<file path="src/rtl/fwd_hazard_unit.sv">
// Operand-forwarding select and load-use / mult-div stall control for the ID stage.
// One compare slice per ID source; the shared mult/div and statistics state live in the top.

module fwd_src_cmp #(
  parameter int REG_AW = 5
) (
  input  logic [REG_AW-1:0] src,
  input  logic              used,
  input  logic [REG_AW-1:0] ex_rd,
  input  logic              ex_reg_write,
  input  logic              ex_mem_read,
  input  logic [REG_AW-1:0] mem_rd,
  input  logic              mem_reg_write,
  output logic [1:0]        sel,
  output logic              luh
);
  logic ex_hit, mem_hit;

  // A zero Rd never matches, so source register 0 always reads the register file.
  assign ex_hit  = ex_reg_write  && (ex_rd  != '0) && (ex_rd  == src);
  assign mem_hit = mem_reg_write && (mem_rd != '0) && (mem_rd == src);

  always_comb begin
    sel = 2'd0;
    if (ex_hit)       sel = 2'd2;
    else if (mem_hit) sel = 2'd1;
  end

  assign luh = ex_hit && ex_mem_read && used;
endmodule

module fwd_hazard_unit #(
  parameter int REG_AW  = 5,
  parameter int NUM_SRC = 2,
  parameter int MD_LAT  = 4,
  parameter int CNT_W   = 16
) (
  input  logic                      clk,
  input  logic                      rst,
  input  logic [NUM_SRC*REG_AW-1:0] id_src,
  input  logic [NUM_SRC-1:0]        id_src_used,
  input  logic                      id_md_use,
  input  logic [REG_AW-1:0]         ex_rd,
  input  logic                      ex_reg_write,
  input  logic                      ex_mem_read,
  input  logic                      ex_md_start,
  input  logic [REG_AW-1:0]         mem_rd,
  input  logic                      mem_reg_write,
  input  logic                      stat_clr,
  output logic [2*NUM_SRC-1:0]      fwd_sel,
  output logic                      pc_hold,
  output logic                      ifid_hold,
  output logic                      idex_flush,
  output logic                      md_busy,
  output logic                      md_err,
  output logic [CNT_W-1:0]          stall_cnt
);
  localparam int MD_CW = $clog2(MD_LAT + 1);

  logic [NUM_SRC-1:0] luh_v;
  logic               luh, mdh, stall;
  logic [MD_CW-1:0]   md_cnt;

  for (genvar i = 0; i < NUM_SRC; i++) begin : g_src
    fwd_src_cmp #(.REG_AW(REG_AW)) u_cmp (
      .src           (id_src[i*REG_AW +: REG_AW]),
      .used          (id_src_used[i]),
      .ex_rd         (ex_rd),
      .ex_reg_write  (ex_reg_write),
      .ex_mem_read   (ex_mem_read),
      .mem_rd        (mem_rd),
      .mem_reg_write (mem_reg_write),
      .sel           (fwd_sel[2*i +: 2]),
      .luh           (luh_v[i])
    );
  end

  assign luh        = |luh_v;
  assign md_busy    = (md_cnt != '0);
  assign mdh        = md_busy && id_md_use;
  assign stall      = luh || mdh;
  assign pc_hold    = stall;
  assign ifid_hold  = stall;
  assign idex_flush = stall;

  always_ff @(posedge clk or negedge rst) begin
    if (!rst) begin
      md_cnt    <= '0;
      md_err    <= 1'b0;
      stall_cnt <= '0;
    end else begin
      // A start while busy is an error and must not extend the current operation.
      if (md_cnt == '0) begin
        if (ex_md_start) md_cnt <= MD_CW'(MD_LAT);
      end else begin
        md_cnt <= md_cnt - MD_CW'(1);
        if (ex_md_start) md_err <= 1'b1;
      end

      if (stat_clr)                       stall_cnt <= '0;
      else if (stall && stall_cnt != '1)  stall_cnt <= stall_cnt + CNT_W'(1);
    end
  end
endmodule

</file>
<file path="config.mk">
export PLATFORM = sky130hd
export DESIGN_NAME = fwd_hazard_unit
export DESIGN_NICKNAME = d
export VERILOG_FILES = /design/src/rtl/fwd_hazard_unit.sv
export SDC_FILE = /design/constraint.sdc
export NUM_CORES = 1
export LEC_CHECK = 0
export BUFFER_PORTS_ARGS = -buffer_cell sky130_fd_sc_hd__buf_2
export CAP_MARGIN = 20
export CORE_AREA = 2 2 75 77
export DETAILED_ROUTE_END_ITERATION = 10
export DIE_AREA = 0 0 77 79
export HOLD_SLACK_MARGIN = 0.06
export PLACE_DENSITY = 0.61
export SYNTH_ARGS = -nofsm -noshare
export SYNTH_HDL_FRONTEND = slang
export SYNTH_SLANG_ARGS = --single-unit
</file>
<file path="constraint.sdc">
create_clock -name clk -period 2.45 [get_ports clk]
set_input_delay 0.1225 -clock clk [delete_from_list [all_inputs] [get_ports clk]]
set_output_delay 0.1225 -clock clk [all_outputs]
set_load 0.005 [all_outputs]
</file>
**Yosys cells after proc, flatten, opt, wreduce, memory -nomap -nowiden**

Cells that the tools add are included.

- Register bits after elaboration: 20
- Input port bits: 30

- Add/sub/neg operators: 2
- Equality and inequality tests: 6
- Muxes and demuxes: 8
- Bitwise logic cells: 1
- Reduce and logical (&&, ||, !) cells: 20

Operators with widths:

| cell | count |
|---|---|
| two-way mux 16 bit | 2 |
| == test 5 bit | 4 |
| adder 16 x 1 -> 16 bit, second input constant | 1 |
| inequality test 16 bit, second input constant | 1 |
| logical AND 1 bit | 12 |
| nonzero test 5 bit | 2 |
| two-way mux 3 bit | 2 |
| two-way mux 2 bit | 2 |
| zero test 3 bit | 1 |
| nonzero test 3 bit | 1 |
| subtractor 3 x 1 -> 3 bit, second input constant | 1 |
| two-way mux 1 bit | 2 |
| inequality test 2 bit, second input constant | 1 |
| AND reduction 2 bit | 1 |
| nonzero test 2 bit | 1 |
| OR reduction 2 bit | 1 |
| logical OR 1 bit | 1 |
| inverter 1 bit | 1 |

**Logic depth before layout (Yosys ltp)**

Gate-level depths: netlist of the first run.

- Word-level depth: 10
- Depth in mapped cells: 7

**Modules after synthesis**

Synthesis of the first run repeated with hierarchy kept, for this count alone.

- Cell total of the unflattened synthesis: 165
- Area total of the unflattened synthesis: 1448.9 sq um

Modules (own cells, without submodules):

| module | times used | cells an instance | area an instance (sq um) |
|---|---|---|---|
| fwd_hazard_unit | 1 | 121 | 1123.6 |
| fwd_src_cmp | 2 | 22 | 162.7 |

**Worst setup path before layout of the first run**

Ideal clock, no wire load.

- Kind: register -> register
- Start point: reg stall_cnt[0]
- End point: reg stall_cnt[12]
- Library setup time: 0.125 ns
- Data arrival time: 1.876 ns
- Required time: 2.325 ns
- Slack: 0.449 ns
- Cell stages (with the launch flop): 8
- Period minus slack after synthesis: 2.001 ns
- Cell sequence: dfrtp_1 ha_1 nand2_1 or3_1 nor3_1 buf_2 a2111oi_0 mux2_2

- Word-level cells in the longest chain between the ends: 3
- Elaborated cells between the ends (all ways): 6

Ends and longest elaborated chain:

| what | RTL line | RTL |
|---|---|---|
| from (decl) | 56 | `output logic [CNT_W-1:0] stall_cnt` |
| from (signal assigned) | 101 | `else if (stall && stall_cnt != '1) stall_cnt <= stall_cnt + CNT_W'(1);` |
| adder 16 x 1 -> 16 bit or inequality test 16 bit (tied branches) | 101 |  |
| two-way mux 16 bit or logical AND 1 bit (tied branches) | 101 |  |
| two-way mux 16 bit or nonzero test 2 bit (tied branches) | - |  |

Several ways; a longest one is shown, not always the timed one. The select of a mux whose other input is x is not followed.
A chain may end at the register's enable or synchronous reset.

**Worst setup path after layout of the first run**

Same ends and word-level chain as after synthesis.

==> impl_metrics.toml, run 1 <==
[outcome]
status = "completed"

[timing]
worstMarginPinSlew_ps = 491.8
period_minus_slack_ps = 2234
fmax_mhz = 447.6
fin_crit_sh_pct = 91.18
setup_viol = 0
fin_skew_ps = 4.898
max_slew_margin_pct = 66.37
hold_violations = 0
rsz0062_at_grt = "no"
fin_tns_setup_ps = 0
slew_violations = 0

[floorplan]
rows = 27
core_area_um2 = 5338
dieArea_um2 = 6083
die_y_um = 79
die_w_um = 77
ios = 55
initial_utilization_pct = 28.72

[grt]
grt.total_usage_pct = 12.03
grt_pass1_vias = 1305
grt-ovfl-total = 0
grt_max_degree = 30
grt_pass1_wl_mm = 6.009
grt_antenna_before_repair = 0

[setup_path]
cp_slowest_stage_delay_ps = 460
crit-reg2reg-launch = "stall_cnt[0]$_DFFE_PN0P_"
cp_slowest_cell = "a2111oi_0"
startpoint_type = "flip-flop"
r2r_setup_slack_ps = 220
end_kind = "flip-flop"
crit_chain = "ha_1 -> nand2_1 -> or3_1 -> nor3_1 -> buf_4 -> a2111oi_0 -> mux2_2"
cp_data_arrival_time_ps = 2380
critical_path_required_ps = 2590
r2r_end = "stall_cnt[12]$_DFFE_PN0P_"
path_class = "flip-flop to flip-flop"
reg2reg_depth = 7
cp_max_fo = 5

[detailed_routing]
postRouteAntennaNets = 0
wire_per_inst_um = 11.92
routed_wl_mm = 3.541
via_per_inst = 4.788
dr.pass1.iters = 4
via_count = 1422
route.detailed.drc = 0
drtIter0Drc = 61

[cts]
cts_buffers = 3
cts_tree = "yes"
clockBufferDepth = 2
path_clk_slew_ps = 80
clock_sinks = 20
clk_latency_ps = 260
cts_max_level = 1
cts_root_buf = "clkbuf_8"

[pwr]
leakagePower_nw = 0.8433
ir_drop_mv = 0.4059
power_density_nw_per_um2 = 475.1

[placed_design]
hpwl_mm = 2.868
gp_congestion = 0.7919
port_buffers = 54

[cells_and_area]
syn_to_final_growth_pct = 25.22
nets = 258
multi_input_area_um2 = 937.1
fillers = 606
antenna_cells = 0
seq_area_um2 = 500.5
post-route-util_pct = 35.96
drive_above_1_share_pct = 34.67

[synth]
yosysWarnings = 0
synth.area.top_cells = "dfrtp_1 (33%), mux2_2 (7.3%), xor2_1 (6.9%)"
synth_edf_count = 0
synth.most_common_cell = "nor2_1"
synth.distinct_cells = 35
synth_ff_type = "dfrtp_1"
synth_area_um2 = 1533
synth-seq-cells = 20
ys_seq_area_share_pct = 32.65
synth_top_area_share_pct = 32.65
synth_area_per_cell_um2 = 8.860
synthArstFlopShare_pct = 100.0
yosys-top-cells-count = "nor2_1 (21), dfrtp_1 (20), nor2b_1 (12), xor2_1 (12), mux2_2 (10)"
yosysTopAreaCell = "dfrtp_1"
synthCells = 173
synth_nets = 205

[job]
max-cap-violations = 0

[min_path]
hold_path_class = "input port to flip-flop"
hold_depth = 2
worstHoldStart = "ex_md_start"
hold_end = "md_err$_DFFE_PN0P_"
[cells in the final DEF (no fill, tap or decap), drive strengths merged, types with 8 or more instances in the layout]
| cell | netlist | routed |
|---|---|---|
| nor2b | 12 | 12 |
| nand2 | 8 | 8 |
| mux2 | 12 | 12 |
| buf | 7 | 57 |
| nor2 | 21 | 21 |
| xor2 | 12 | 12 |
| xnor2 | 8 | 8 |
| inv | 9 | 9 |
| a211oi | 9 | 9 |
| dfrtp | 20 | 20 |
[what timing repair did]
item | CTS | global route
hold buffers | 1 | 0
endpoints found under the hold margin | 20 | 0
gates resized for setup | 0 | 1
setup buffers | 0 | 0
setup endpoints to repair | 0 | 1
[final cells by class]
| class | count | area share (%) |
|---|---|---|
| sequential | 20 | 26.08 |
| timing repair buffer | 58 | 15.78 |
| inverter | 9 | 1.760 |
| multi-input combinational | 134 | 48.83 |
| tap | 72 | 4.694 |
| clock buffer | 4 | 2.868 |
[layer usage]
layer  vias up  track usage [%]  wire length (µm)
li1        721                -                 -
met1       653            15.12              1666
met2        46            21.05              1631
met3         2            3.182               214
met4         0            2.143                27
met5         -                0                 0
[where the power goes]
group / switching, mW / internal, mW
combinational: 0.151 / 0.116
clock: 0.109 / 0.143
sequential: 0.0271 / 0.365
[worst max-delay path: cells and delay by family, from the launching register on]
family | cells | cell delay, ps
adders and majority gates | 1 | 240
AOI/OAI and AO/OA | 1 | 460
and+or+nand+nor | 3 | 460
buffers and inverters | 1 | 160
DFF | 1 | 420
muxes | 1 | 390
[per-stage QoR]
| step | hold WS, ps | power (mW) | instance area (µm²) | std cells | worst slack [ps] |
|---|---|---|---|---|---|
| floorplan | -173.1 | 0.5778 | 1533 | 173 | 448.8 |
| global placement | 110.0 | 0.6658 | 1853 | 292 | 251.5 |
| detailed placement | 108.6 | 0.6700 | 1853 | 292 | 213.9 |
| CTS | 74.85 | 0.9293 | 1918 | 297 | 229.1 |
| global route | 88.08 | 0.9817 | 1919 | 297 | 67.62 |
| finish | 78.45 | 0.9120 | 1919 | 297 | 216.0 |
[cells by family (layout without fill, tap and decap cells)]
family | Yosys count | after routing | share of synthesized area [%]
DFF | 20 | 20 | 32.65
muxes | 14 | 14 | 10.12
AOI/OAI and AO/OA | 26 | 26 | 13.22
and+or+nand+nor | 72 | 72 | 24.65
adders and majority gates | 2 | 2 | 1.632
buffers and inverters | 19 | 71 | 6.286
xor gates and xnor gates | 20 | 20 | 11.43
[worst max-delay path by stage]
stage / from / to / slack [ps] / cells past startpoint
2_1_floorplan: stall_cnt[0]$_DFFE_PN0P_ / stall_cnt[12]$_DFFE_PN0P_ / 450 / 7
3_3_place_gp: id_src[6] / stall_cnt[5]$_DFFE_PN0P_ / 250 / 8
3_5_place_dp: id_src[6] / stall_cnt[5]$_DFFE_PN0P_ / 210 / 8
4_1_cts: stall_cnt[0]$_DFFE_PN0P_ / stall_cnt[5]$_DFFE_PN0P_ / 230 / 7
5_1_grt: stall_cnt[0]$_DFFE_PN0P_ / stall_cnt[12]$_DFFE_PN0P_ / 70 / 7
6_report: stall_cnt[0]$_DFFE_PN0P_ / stall_cnt[12]$_DFFE_PN0P_ / 220 / 7
[registers in the layout, summed over array words and instances (netlist names)]
name and flops:
md_err 1, stall_cnt 16, md_cnt 3
Note: power is estimated with default switching activity, not from simulation.
==> run 2, diff against run 1 <==
Settings changed: MAX_ROUTING_LAYER set to met4.
Clock period 2.45 ns to 2.2 ns, I/O delays scaled along.
==> run 2 against run 1 <==
Against the previous run: sequential share of layout area is 1.8 points lower; combinational power grew 31%; via count up 3.6%; utilization increased by 2.7 points; routed wire length rose by 7.3%; flip-flop and latch count unchanged; worst setup slack got worse by 94 ps; die area is the same; clock skew is 0.52 ps lower; first-iteration DRC count rose by 31%; total power up 17%; highest routed layer unchanged.
==> impl_metrics.toml, run 2 (synthesis results as in run 1) <==
[timing]
period_minus_slack_ps = 2078
fmax_mhz = 481.2
fin_skew_ps = 4.382
rsz0062_at_grt = "yes"
fin_ws_ps = 122.0
max_slew_margin_pct = 66.51
fin_crit_sh_pct = 94.45
slew_violations = 0
setup_viol = 0
hold_violations = 0
worstMarginPinSlew_ps = 495.4

[setup_path]
cp_max_fo = 6
endpoint = "stall_cnt[15]$_DFFE_PN0P_"
r2r_end = "stall_cnt[15]$_DFFE_PN0P_"
startpoint_type = "flip-flop"
startpoint = "stall_cnt[4]$_DFFE_PN0P_"
end_kind = "flip-flop"
crit-reg2reg-launch = "stall_cnt[4]$_DFFE_PN0P_"
critical_path_required_ps = 2360
r2r_setup_slack_ps = 120
path_class = "flip-flop to flip-flop"
reg2reg_depth = 6
cp_data_arrival_time_ps = 2240

[placed_design]
port_buffers = 54
post-place-ws_ps = -139.4
gp_congestion = 0.8719
hpwl_mm = 2.942

[detailed_routing]
routed_wl_mm = 3.800
via_per_inst = 4.706
route.detailed.drc = 0
drtIter0Drc = 80
postRouteAntennaNets = 0
wire_per_inst_um = 12.14
dr.pass1.iters = 4
via_count = 1473

[cts]
cts_max_level = 1
cts_tree = "yes"
clk_latency_ps = 260
path_clk_slew_ps = 80
cts_root_buf = "clkbuf_8"
cts_buffers = 3
clock_sinks = 20
clockBufferDepth = 2

[pwr]
power_density_nw_per_um2 = 518.6
leakagePower_nw = 0.9226
finalPower_mw = 1.071
ir_drop_mv = 0.3620

[floorplan]
die_w_um = 77
initial_utilization_pct = 28.72
ios = 55
dieArea_um2 = 6083
die_y_um = 79
rows = 27
core_area_um2 = 5338

[outcome]
status = "completed"

[grt]
grt_pass1_wl_mm = 6.251
grt_antenna_before_repair = 0
grt.total_usage_pct = 12.84
grt_max_degree = 30
grt_pass1_vias = 1365
grt-ovfl-total = 0

[cells_and_area]
syn_to_final_growth_pct = 34.78
top_regs = "stall_cnt: 16 flops, md_cnt: 3 flops, md_err: 1 flops"
fillers = 585
final_cell_mix = "buf_2 (54), nor2_1 (20), dfrtp_1 (20)"
nets = 274
largest_register_ffs = 16
top_register = "stall_cnt"
antenna_cells = 0
post-route-util_pct = 38.70
drive_above_1_share_pct = 40.66
layout_commonest_cell = "buf_2"

[min_path]
hold_depth = 4
hold_path_class = "input port to flip-flop"

[job]
max-cap-violations = 0
[run 2: worst max-delay path, cell delays in order (launching register included)]
cell,delay [ps]
dfrtp_1,420
nand4_1,190
or2_2,380
nor2_2,190
inv_1,90
o41a_1,420
a311oi_2,280
[run 2: what timing repair did]
action,4_1_cts,5_1_grt
hold buffers,2,0
pin swaps,0,1
hold endpoints to repair,21,0
gates cloned,0,0
setup buffers,0,2
endpoints found under the setup margin,1,8
resized for setup,1,7
[run 2: where the power goes]
part	leakage [nW]	internal, mW	total, mW	switching (mW)
sequential	0.267	0.406	0.431	0.0249
clock	0.0288	0.160	0.288	0.129
combinational	0.626	0.164	0.352	0.187
total	0.923	0.730	1.07	0.341
[run 2: how the worst min path moves through the flow]
stage / to / startpoint / slack, ps
6_report: stall_cnt[15]$_DFFE_PN0P_ / ex_mem_read / 320
5_1_grt: stall_cnt[15]$_DFFE_PN0P_ / ex_mem_read / 320
4_1_cts: stall_cnt[15]$_DFFE_PN0P_ / ex_mem_read / 290
3_5_place_dp: stall_cnt[6]$_DFFE_PN0P_ / rst / 100
3_3_place_gp: stall_cnt[5]$_DFFE_PN0P_ / rst / 90
2_1_floorplan: md_cnt[0]$_DFFE_PN0P_ / rst / -190
[run 2: area by class of cell]
| class | count | area, µm² | area share, % |
|---|---|---|---|
| multi-input combinational | 134 | 960.9 | 46.52 |
| timing repair buffer | 74 | 425.4 | 20.59 |
| sequential | 20 | 500.5 | 24.23 |
| tap | 72 | 90.09 | 4.361 |
| inverter | 9 | 33.78 | 1.635 |
| clock buffer | 4 | 55.05 | 2.665 |
[run 2: per-stage QoR]
stage / std cells / hold slack [ps] / cell area (µm²) / setup TNS (ps)
floorplan: 173 / -185.6 / 1533 / 0
global placement: 305 / 93.68 / 1951 / -329.8
detailed placement: 305 / 97.38 / 1951 / -427.5
CTS: 311 / 287.3 / 2027 / 0
global route: 313 / 321.6 / 2066 / -51.20
finish: 313 / 322.2 / 2066 / 0
[run 2: layer usage]
metal,wire (µm),global-route usage [%]
met1,1689,15.68
met2,1840,22.19
met4,40,3.214
met3,230,2.273
met5,0,-
==> run 3, diff against run 2 <==
Settings changed: ABC_AREA set to 1, CAP_MARGIN 20 to not set, CORE_AREA 2 2 75 77 to 2 2 78 80, DIE_AREA 0 0 77 79 to 0 0 80 82, PLACE_DENSITY 0.61 to 0.6.
==> run 3 against run 2 <==
Against the previous run: cell count grew 12%; die area up 7.8%; total power up 5.4%; critical endpoint is now stall_cnt[0]$_DFFE_PN0P_; final area fell by 1.9%; non-clock buffer count shrank 17; flip-flop and latch count did not move; combinational power down 8.5%; worst hold slack got worse by 250 ps; synthesized area rose by 9.0%; largest power group unchanged.
==> impl_metrics.toml, run 3 <==
[grt]
grt_pass1_vias = 1485
grt-ovfl-total = 0
grt_antenna_before_repair = 0
grt_pass1_wl_mm = 6.589
grt.total_usage_pct = 13.08
grt_max_degree = 33

[pwr]
seqPwrFrac_pct = 38.6
p_int_mw = 0.7729
comb_power_share_pct = 28.5
ir_drop_mv = 0.3329
leakagePower_nw = 1.117
power_density_nw_per_um2 = 557.1
switching_share_pct = 31.56
power.switching_mw = 0.3564
pwr-share-clk_pct = 32.9

[cts]
cts_tree = "yes"
clockBufferDepth = 2
cts_buffers = 3
cts_root_buf = "clkbuf_8"
post_cts_resize_count = 0
clock_sinks = 20
path_clk_slew_ps = 70
cts_max_level = 1
clk_latency_ps = 270

[timing]
slew_violations = 0
setup_viol = 0
worstMarginPinSlew_ps = 893.1
hold_violations = 0
period_minus_slack_ps = 1914
fin_crit_sh_pct = 87.00
hold_slack_ps = 76.19
max_slew_margin_pct = 40.39
fin_tns_setup_ps = 0
fmax_mhz = 522.5
fin_skew_ps = 11.26
rsz0062_at_grt = "no"

[job]
max-cap-violations = 0

[synth]
synth_top_area_share_pct = 29.96
synthArstFlopShare_pct = 100.0
synth_nets = 255
synth_edf_count = 0
synth_area_um2 = 1670
synthCells = 223
yosysTopAreaCell = "dfrtp_1"
synth-seq-cells = 20
synth.distinct_cells = 27
synth_ff_type = "dfrtp_1"
synth.area.top_cells = "dfrtp_1 (30%), nand2_1 (11%), xor2_1 (10%)"
synth.most_common_cell = "nand2_1"
yosys-top-cells-count = "nand2_1 (47), inv_1 (28), nand3_1 (24)"
ys_seq_area_share_pct = 29.96
yosysWarnings = 0
synth_area_per_cell_um2 = 7.490

[detailed_routing]
wire_per_inst_um = 11.33
via_per_inst = 4.585
routed_wl_mm = 3.953
route.detailed.drc = 0
dr.pass1.iters = 4
via_count = 1600
postRouteAntennaNets = 0
drtIter0Drc = 119

[cells_and_area]
nets = 307
layout_commonest_cell = "buf_2"
syn_to_final_growth_pct = 21.35
final_cell_mix = "buf_2 (54), nand2_1 (47), inv_1 (28)"
top_register = "stall_cnt"
largest_register_ffs = 16
top_regs = "stall_cnt: 16 flops, md_cnt: 3 flops, md_err: 1 flops"
post-route-util_pct = 35.28
antenna_cells = 0
drive_above_1_share_pct = 25.91

[placed_design]
gp_congestion = 0.8866
port_buffers = 54
hpwl_mm = 3.140

[floorplan]
die_y_um = 82
dieArea_um2 = 6560
core_area_um2 = 5746
rows = 28
die_w_um = 80
initial_utilization_pct = 29.07
ios = 55

[setup_path]
startpoint_type = "flip-flop"
r2r_setup_slack_ps = 290
r2r_end = "stall_cnt[0]$_DFFE_PN0P_"
path_class = "flip-flop to flip-flop"
cp_max_fo = 16
cp_data_arrival_time_ps = 2110
reg2reg_depth = 11
critical_path_required_ps = 2390
end_kind = "flip-flop"
crit-reg2reg-launch = "stall_cnt[0]$_DFFE_PN0P_"

[min_path]
hold_end = "md_err$_DFFE_PN0P_"
hold_depth = 2
hold_path_class = "input port to flip-flop"
worstHoldStart = "ex_md_start"

[outcome]
status = "completed"
-- run 3: cell type report --
| class | instances | area (µm²) |
|---|---|---|
| repair buffers | 57 | 295.3 |
| well taps | 75 | 93.84 |
| flip-flops and latches | 20 | 500.5 |
| clock inverters | 1 | 30.03 |
| inverters | 28 | 105.1 |
| fillers | 633 | 3719 |
| clock buffers | 3 | 41.29 |
| multi-input cells | 165 | 960.9 |
-- run 3: power by group through the flow --
stage                     Clock [mW]  Combinational, mW  Sequential [mW]
after global placement             0              0.325            0.440
after floorplan                    0              0.243            0.437
after global routing           0.400              0.377            0.440
after CTS                      0.383              0.329            0.435
final                          0.371              0.322            0.436
after detailed placement           0              0.328            0.441
-- run 3: worst max path at each step --
stage / startpoint / endpoint / slack, ps / depth (start not counted)
floorplan: stall_cnt[0]$_DFFE_PN0P_ / stall_cnt[4]$_DFFE_PN0P_ / 470 / 12
global placement: stall_cnt[1]$_DFFE_PN0P_ / stall_cnt[9]$_DFFE_PN0P_ / 350 / 11
detailed placement: stall_cnt[1]$_DFFE_PN0P_ / stall_cnt[15]$_DFFE_PN0P_ / 310 / 11
CTS: md_cnt[0]$_DFFE_PN0P_ / pc_hold / 270 / 7
global route: stall_cnt[1]$_DFFE_PN0P_ / stall_cnt[2]$_DFFE_PN0P_ / 90 / 11
finish: stall_cnt[0]$_DFFE_PN0P_ / stall_cnt[0]$_DFFE_PN0P_ / 290 / 11
-- run 3: per-layer routing --
layer / routed length, µm / GRT usage [%] / up-vias
met1: 1855 / 15.44 / 717
met4: 30 / 3.559 / 0
li1: - / - / 835
met5: 0 / - / -
met3: 233 / 2.967 / 2
met2: 1834 / 22.50 / 46
-- run 3: worst max-delay path: stages (launching register included) --
cell      delay [ps]
dfrtp_1          400
ha_1             200
nand2_1           90
nor2_4           140
nand3_2          100
nor2_2           120
nand3_2          120
nor2_4           120
nand3b_4         140
nand2_4          210
nand3_1          100
nand2_1          100
-- run 3: through the flow --
stage / area [µm²] / power (mW) / std cells / setup slack (ps)
finish: 2027 / 1.129 / 349 / 286.0
global route: 2027 / 1.218 / 349 / 94.28
CTS: 2027 / 1.147 / 349 / 271.1
detailed placement: 1946 / 0.7685 / 344 / 305.9
global placement: 1946 / 0.7656 / 344 / 346.8
floorplan: 1670 / 0.6805 / 223 / 465.3
-- run 3: repair_timing --
item | CTS | global route
hold endpoints to repair | 20 | 0
hold buffers | 1 | 0
buffers inserted | 0 | 0
-- run 3: cell families after synthesis --
family	count (synthesis)	synth area share [%]
buffers and inverters	38	12.51
adders and majority gates	2	1.498
and+or+nand+nor	126	38.13
DFF	20	29.96
AOI/OAI and AO/OA	10	3.746
xor gates and xnor gates	27	14.16
